### config.mk
export PLATFORM = sky130hd
export DESIGN_NAME = regfile_sequencer
export DESIGN_NICKNAME = d
export VERILOG_FILES = /design/src/rtl/regfile_seq_pkg.sv /design/src/rtl/rr_arbiter2.sv /design/src/rtl/regfile_sequencer.sv
export SDC_FILE = /design/constraint.sdc
export NUM_CORES = 1
export LEC_CHECK = 0
export ABC_AREA = 0
export BUFFER_PORTS_ARGS = -buffer_cell sky130_fd_sc_hd__buf_2
export CORE_AREA = 2 2 54 69
export CTS_CLUSTER_SIZE = 25
export DETAILED_ROUTE_END_ITERATION = 10
export DIE_AREA = 0 0 56 71
export GPL_ROUTABILITY_DRIVEN = 0
export GPL_TIMING_DRIVEN = 0
export PLACE_DENSITY = 0.77
export SYNTH_ARGS = -nofsm -noshare
export SYNTH_HDL_FRONTEND = slang
export SYNTH_SLANG_ARGS = --single-unit
### constraint.sdc
create_clock -name Clock -period 1.7 [get_ports Clock]
set_input_delay 0.255 -clock Clock [delete_from_list [all_inputs] [get_ports Clock]]
set_output_delay 0.255 -clock Clock [all_outputs]
set_load 0.01 [all_outputs]
### src/rtl/regfile_seq_pkg.sv
// Shared encodings for the register-file command sequencer.
package regfile_seq_pkg;

  localparam int unsigned CNT_W = 4;

  typedef enum logic [1:0] {
    FS_CLR  = 2'b00,
    FS_LOAD = 2'b01,
    FS_DEC  = 2'b10,
    FS_INC  = 2'b11
  } funsel_e;

  typedef enum logic [1:0] {
    ST_IDLE = 2'b00,
    ST_EXEC = 2'b01,
    ST_DONE = 2'b10
  } state_e;

  typedef struct packed {
    logic       id;
    funsel_e    op;
    logic [3:0] rsel;
    logic [3:0] tsel;
    logic [7:0] imm;
  } cmd_t;

endpackage

### src/rtl/rr_arbiter2.sv
// Two-way round-robin grant; the pointer remembers the last accepted requester.
module rr_arbiter2 (
  input  logic       Clock,
  input  logic       Reset,
  input  logic [1:0] Valid,
  input  logic       Accept,
  output logic [1:0] Grant
);

  logic last_q, last_d;

  always_comb begin
    Grant = 2'b00;
    unique case (Valid)
      2'b01:   Grant = 2'b01;
      2'b10:   Grant = 2'b10;
      2'b11:   Grant = last_q ? 2'b01 : 2'b10;
      default: Grant = 2'b00;
    endcase
    last_d = last_q;
    if (Accept) last_d = Grant[1];
  end

  // Reset to "requester 1 went last" so requester 0 wins the first tie.
  always_ff @(posedge Clock) begin
    if (!Reset) last_q <= 1'b1;
    else        last_q <= last_d;
  end

endmodule

### src/rtl/regfile_sequencer.sv
// Arbitrates two requesters and replays the accepted register-file op Count+1 cycles.
module regfile_sequencer
  import regfile_seq_pkg::*;
(
  input  logic       Clock,
  input  logic       Reset,
  input  logic       Req0Valid,
  input  logic       Req1Valid,
  output logic       Req0Ready,
  output logic       Req1Ready,
  input  logic [1:0] Req0Op,
  input  logic [1:0] Req1Op,
  input  logic [3:0] Req0RSel,
  input  logic [3:0] Req1RSel,
  input  logic [3:0] Req0TSel,
  input  logic [3:0] Req1TSel,
  input  logic [7:0] Req0Imm,
  input  logic [7:0] Req1Imm,
  input  logic [3:0] Req0Count,
  input  logic [3:0] Req1Count,
  output logic [1:0] FunSel,
  output logic [3:0] RSel,
  output logic [3:0] TSel,
  output logic [7:0] I,
  output logic       Busy,
  output logic       Done,
  output logic       DoneId
);

  state_e           state_q, state_d;
  cmd_t             cmd_q, cmd_d;
  logic [CNT_W-1:0] cnt_q, cnt_d;
  logic [1:0]       grant;
  logic             idle;
  logic             accept;

  assign idle      = (state_q == ST_IDLE);
  assign accept    = idle && Reset && (grant != 2'b00);
  assign Req0Ready = idle && Reset && grant[0];
  assign Req1Ready = idle && Reset && grant[1];

  rr_arbiter2 u_arb (
    .Clock  (Clock),
    .Reset  (Reset),
    .Valid  ({Req1Valid, Req0Valid}),
    .Accept (accept),
    .Grant  (grant)
  );

  always_comb begin
    state_d = state_q;
    cmd_d   = cmd_q;
    cnt_d   = cnt_q;
    FunSel  = '0;
    RSel    = '0;
    TSel    = '0;
    I       = '0;
    Busy    = (state_q != ST_IDLE);
    Done    = 1'b0;
    DoneId  = 1'b0;
    unique case (state_q)
      ST_IDLE: begin
        if (accept) begin
          if (grant[1]) begin
            cmd_d = '{id: 1'b1, op: funsel_e'(Req1Op), rsel: Req1RSel, tsel: Req1TSel, imm: Req1Imm};
            cnt_d = Req1Count;
          end else begin
            cmd_d = '{id: 1'b0, op: funsel_e'(Req0Op), rsel: Req0RSel, tsel: Req0TSel, imm: Req0Imm};
            cnt_d = Req0Count;
          end
          state_d = ST_EXEC;
        end
      end
      ST_EXEC: begin
        FunSel = cmd_q.op;
        RSel   = cmd_q.rsel;
        TSel   = cmd_q.tsel;
        I      = cmd_q.imm;
        // Exit on zero rather than decrementing, so the counter never wraps.
        if (cnt_q == '0) state_d = ST_DONE;
        else             cnt_d   = cnt_q - CNT_W'(1);
      end
      ST_DONE: begin
        Done    = 1'b1;
        DoneId  = cmd_q.id;
        state_d = ST_IDLE;
      end
      default: state_d = ST_IDLE;
    endcase
  end

  always_ff @(posedge Clock) begin
    if (!Reset) begin
      state_q <= ST_IDLE;
      cmd_q   <= '0;
      cnt_q   <= '0;
    end else begin
      state_q <= state_d;
      cmd_q   <= cmd_d;
      cnt_q   <= cnt_d;
    end
  end

endmodule

======== Yosys cells after proc, flatten, opt, wreduce, memory -nomap -nowiden ========
Cells that the tools add are included.
storage, ports and cells
  output and inout bits ................... 23
  input port bits ......................... 48
  word-level logic and storage cells ...... 45
  flip-flop bits (word level) ............. 26
cells by class
  muxes and demuxes ....................... 16
  reduce and logical (&&, ||, !) cells .... 12
  equality and inequality tests ........... 8
  add/sub/neg operators ................... 1
operators with widths
  operator                                                                number
  4-bit two-way mux                                                       5
  19-bit two-way mux                                                      1
  2-bit two-way mux                                                       4
  8-bit two-way mux                                                       1
  4-bit one-hot mux with 2 select lines                                   1
  2-bit equality test (second input constant)                             3
  2-bit one-hot mux with 3 select lines                                   1
  2-bit nonzero test                                                      3
  2-bit by 1-bit equality test with 1-bit output (second input constant)  2
  1-bit logical AND                                                       4
  4-bit logical NOT                                                       1
  2-bit != test (second input constant)                                   2
  2-bit one-hot mux with 2 select lines                                   1
  2-bit AND reduction                                                     2
  4-bit by 1-bit subtractor with 4-bit output (second input constant)     1
  3-bit AND reduction                                                     1
  2-bit logical NOT                                                       1
  1-bit two-way mux                                                       2
  2-bit by 1-bit != test with 1-bit output (second input constant)        1

======== Logic depth before layout (Yosys ltp) ========
  depth in word-level cells ............... 6
  depth in mapped cells ................... 6

======== By module ========
From an unflattened synthesis, not the netlist that was laid out.
second synthesis, totals
  cell total of the unflattened synthesis .. 161
  area, all modules ....................... 1488.9 um^2
by module, submodules not included
  module             area an instance (um^2)  cells an instance  instances
  regfile_sequencer  1431.4                   154                1
  rr_arbiter2        57.6                     7                  1

======== Worst setup path before layout ========
No wires, ideal clock.
  path kind ............................... register to register
  start point ............................. register cnt_q[0]
  end point ............................... register cnt_q[0]
  setup slack ............................. 256 ps
  arrival ................................. 1317 ps
  data required time ...................... 1573 ps
  setup time .............................. 127 ps
  stages on the path, launching flop included .. 7
  cells stage by stage .................... dfxtp_1 > inv_1 > ha_1 > or3b_1 > a32o_1 > o2111ai_1 > o21ai_0
between the ends
  cells in the longest elaborated chain, start to end .. 3
  elaborated cells on any way between the ends .. 6
  classes of those cells .................. add/sub: 1; eq/ne: 1; mux: 2; reduce/logical: 2
ends and longest elaborated chain
  element                                                                           line                                              text
  from (decl)                                                                       regfile_sequencer.sv:32                           logic [CNT_W-1:0] cnt_q, cnt_d;
  from (signal assigned)                                                            regfile_sequencer.sv:100                          cnt_q <= cnt_d;
  4-bit by 1-bit subtractor with 4-bit output or 4-bit logical NOT (tied branches)  regfile_sequencer.sv:81, regfile_sequencer.sv:80
  4-bit two-way mux or 2-bit != test (tied branches)                                --
  4-bit one-hot mux with 2 select lines or 3-bit AND reduction (tied branches)      --
Parallel ways exist; a longest one is shown, timed or not. The select of a mux whose other input is x is not followed.
A chain may end at the register's enable or synchronous reset.

======== Final worst setup path ========
  start point ............................. register state_q[0]
  end point ............................... output port RSel[2]
between the ends
  cells in the longest elaborated chain, start to end .. 2
ends and longest elaborated chain
  element                                         line                     text
  from (decl)                                     regfile_sequencer.sv:30  state_e state_q, state_d;
  from (signal assigned)                          regfile_sequencer.sv:98  state_q <= state_d;
  2-bit by 1-bit equality test with 1-bit output  regfile_sequencer.sv:61  unique case (state_q)
  4-bit two-way mux                               regfile_sequencer.sv:61
  to (decl)                                       regfile_sequencer.sv:22  output logic [3:0] RSel,
No other way between the ends.

==> flow_summary.ini <==
[finish]
final_util_pct = 58.74
nNetsFinal = 280
layout_commonest_cell = buf_2
syn2layout_area_growth_pct = 33.47
most-common-layout-cells = 71 x buf_2, 25 x nand2_1, 25 x dfxtp_1
drive_gt1_share_pct = 42.17
antenna_cells = 0

[setup_path]
cp-end-kind = output pin
cp-start-kind = flip-flop
cp_slowest_cell = dfxtp_2
critPathMaxStageDelay_ps = 350
worst_ep_required_time_ps = 1440
critical_path_arrival_ps = 1350
path_buf_inv = 3
cp_max_fo = 10
crit_family = buffers and inverters
cp_cell_sequence = nor2b_1 > buf_4 > buf_4 > and2_1 > buf_2
crit_top_cell = buf_4
timing_worst_setup_path_type = flip-flop to output pin

[clock_tree]
clkLatencyLatePin_ps = 270
clkSlewWorstSetupHoldPaths_ps = 90
cts.sinks = 26
clock_path_buffers = 2
cts_buffers = 3
cts_tree = yes
htreeDepth = 1
root_buffer = clkbuf_8

[floorplan]
io_pins = 71
die_w_um = 56
design.core.area_um2 = 3363
dieHeight_um = 71
die-area_um2 = 3976
initial_core_util_pct = 44.01
rows = 24

[flow_run]
drv_cap = 0

[power]
leakage_nw = 1.133
p_clk_share_pct = 30.4
powerDensity_nw_per_um2 = 848.0
p_int_mw = 1.228
switching_power_uw = 447.7
pwr-share-seq_pct = 43.3
swShare_pct = 26.72
vdd_drop_max_uv = 460.5
combPwrFrac_pct = 26.3

[sta]
rsz0062_at_grt = no
hold_ws_ps = 310.6
slew_headroom_pct = 69.55
skew_ps = 6.179
fmax_ghz = 0.6212
worstMarginPinSlew_ps = 456.8
fin_crit_sh_pct = 94.69
setup_viol = 0
period_needed_ps = 1610
drv_slew = 0
hold_viol = 0
tns_ps = 0

[routing]
wl_um = 3380
vias_per_cell = 5.134
post-route-drc-count = 0
vias = 1381
dr.pass1.iters = 4
postRouteAntennaNets = 0
drt_iter0_drc = 33
post_drt_wl_per_cell_um = 12.57

[worst_hold_path]
hold_path_class = primary input to flip-flop

[synthesis]
synthCells = 155
seq_area_frac_synth_pct = 35.16
synth_area_um2 = 1480
yosys_register_bits = 26
postSynthAreaPerCell_um2 = 9.549
synth_nets = 204
synth_warnings = 0
synth.distinct_cells = 35

[global_route]
grt_max_degree = 16
grt_pass1_wl_um = 5464
gr-total-overflow = 0
antenna_found_initial = 0
grt_use_total_pct = 16.86
grt_pass1_vias = 1343

[placed_design]
dpl.hpwl_um = 2517
numPortBuffers = 70

[status]
outcome = finished clean
## path summary, 6_finish.rpt
| path | from | to | slack, ps | depth (start not counted) |
|---|---|---|---|---|
| hold / removal | Req0Count[2] | cnt_q[2] | 310 | 3 |
| setup / recovery | state_q[0] | RSel[2] | 90 | 5 |
| hold reg to reg | cmd_q[18] | cmd_q[18] | 490 | 1 |
| setup reg to reg | cnt_q[0] | cnt_q[1] | 140 | 6 |
## cells in the mapped netlist
cell	count	area share, %
buf_6	3	2.3
mux2i_1	20	14
nand4b_1	1	0.59
o221ai_1	1	0.59
nor2_1	4	1.0
buf_2	1	0.34
o2111ai_1	2	1.2
nand2_1	25	6.3
buf_4	3	1.5
clkbuf_1	3	0.76
buf_8	1	1.0
nor2b_1	1	0.42
nor4b_4	1	1.6
a311o_1	1	0.68
nand3_1	1	0.34
nand4_1	1	0.42
or2_1	1	0.42
a21boi_4	1	1.3
and3_1	1	0.42
and2_1	20	8.5
a31o_2	2	1.2
nor3_2	1	0.68
buf_1	1	0.25
o21ai_0	2	0.68
inv_1	4	1.0
a32o_1	1	0.68
dfxtp_1	26	35
a21oi_1	1	0.34
o211a_1	18	12
and3_4	1	0.76
nor2_2	1	0.42
or3b_1	1	0.59
and2b_1	1	0.51
ha_1	1	0.85
mux2_2	2	1.5
## final cells by class
| type | instances | area, um^2 |
|---|---|---|
| Sequential cell | 26 | 521.8 |
| Tap cell | 39 | 48.80 |
| Buffer | 12 | 98.84 |
| Clock buffer | 3 | 41.29 |
| Timing Repair Buffer | 71 | 357.8 |
| Inverter | 4 | 15.01 |
| Multi-Input combinational cell | 113 | 862.1 |
| Fill cell | 322 | 1388 |
| Clock inverter | 1 | 30.03 |
## tightest hold or removal path: cells and delay by family
| family | cells | cell delay [ps] |
|---|---|---|
| AOI/OAI and AO/OA | 1 | 160 |
| buffers and inverters | 1 | 80 |
| muxes | 1 | 50 |
## routing by layer
metal | track usage (%) | up-vias | routed length [um]
li1 | - | 693 | -
met1 | 18.67 | 637 | 1447
met2 | 31.37 | 49 | 1673
met3 | 4.205 | 2 | 235
met4 | 5.026 | 0 | 24
met5 | 0 | - | 0
## power by group through the flow
stage / registers, mW / logic, mW / clock network, mW
after global routing: 0.734 / 0.491 / 0.544
after global placement: 0.736 / 0.424 / 0
final: 0.726 / 0.441 / 0.509
after CTS: 0.724 / 0.435 / 0.521
after floorplan: 0.728 / 0.297 / 0
after detailed placement: 0.738 / 0.430 / 0
## what timing repair did
action / 4_1_cts / 5_1_grt
hold buffers: 0 / 0
endpoints found under the setup margin: 18 / 21
resized for setup: 3 / 9
setup buffers: 0 / 1
## stage by stage
step / area [um^2] / setup slack [ps] / power, mW / instances
3_5_place_dp: 1879 / 140.8 / 1.167 / 264
6_report: 1976 / 90.31 / 1.675 / 269
5_1_grt: 1976 / 0.4932 / 1.769 / 269
3_3_place_gp: 1879 / 145.1 / 1.160 / 264
4_1_cts: 1956 / 28.23 / 1.679 / 268
2_1_floorplan: 1480 / 256.4 / 1.025 / 155
## flip-flops by register name, indices dropped and copies added, names as in the netlist
name          count
cmd_q            19
state_q           2
u_arb.last_q      1
cnt_q             4
## cells by family after synthesis
kind of cell / Yosys count / share of synthesized area, %
mux: 22 / 15.05
compound gates: 29 / 18.77
buf+inv: 16 / 7.184
flops: 26 / 35.16
simple gates: 61 / 22.99
fa+ha+maj: 1 / 0.8452
No activity file was read; power rests on OpenSTA's default activity.
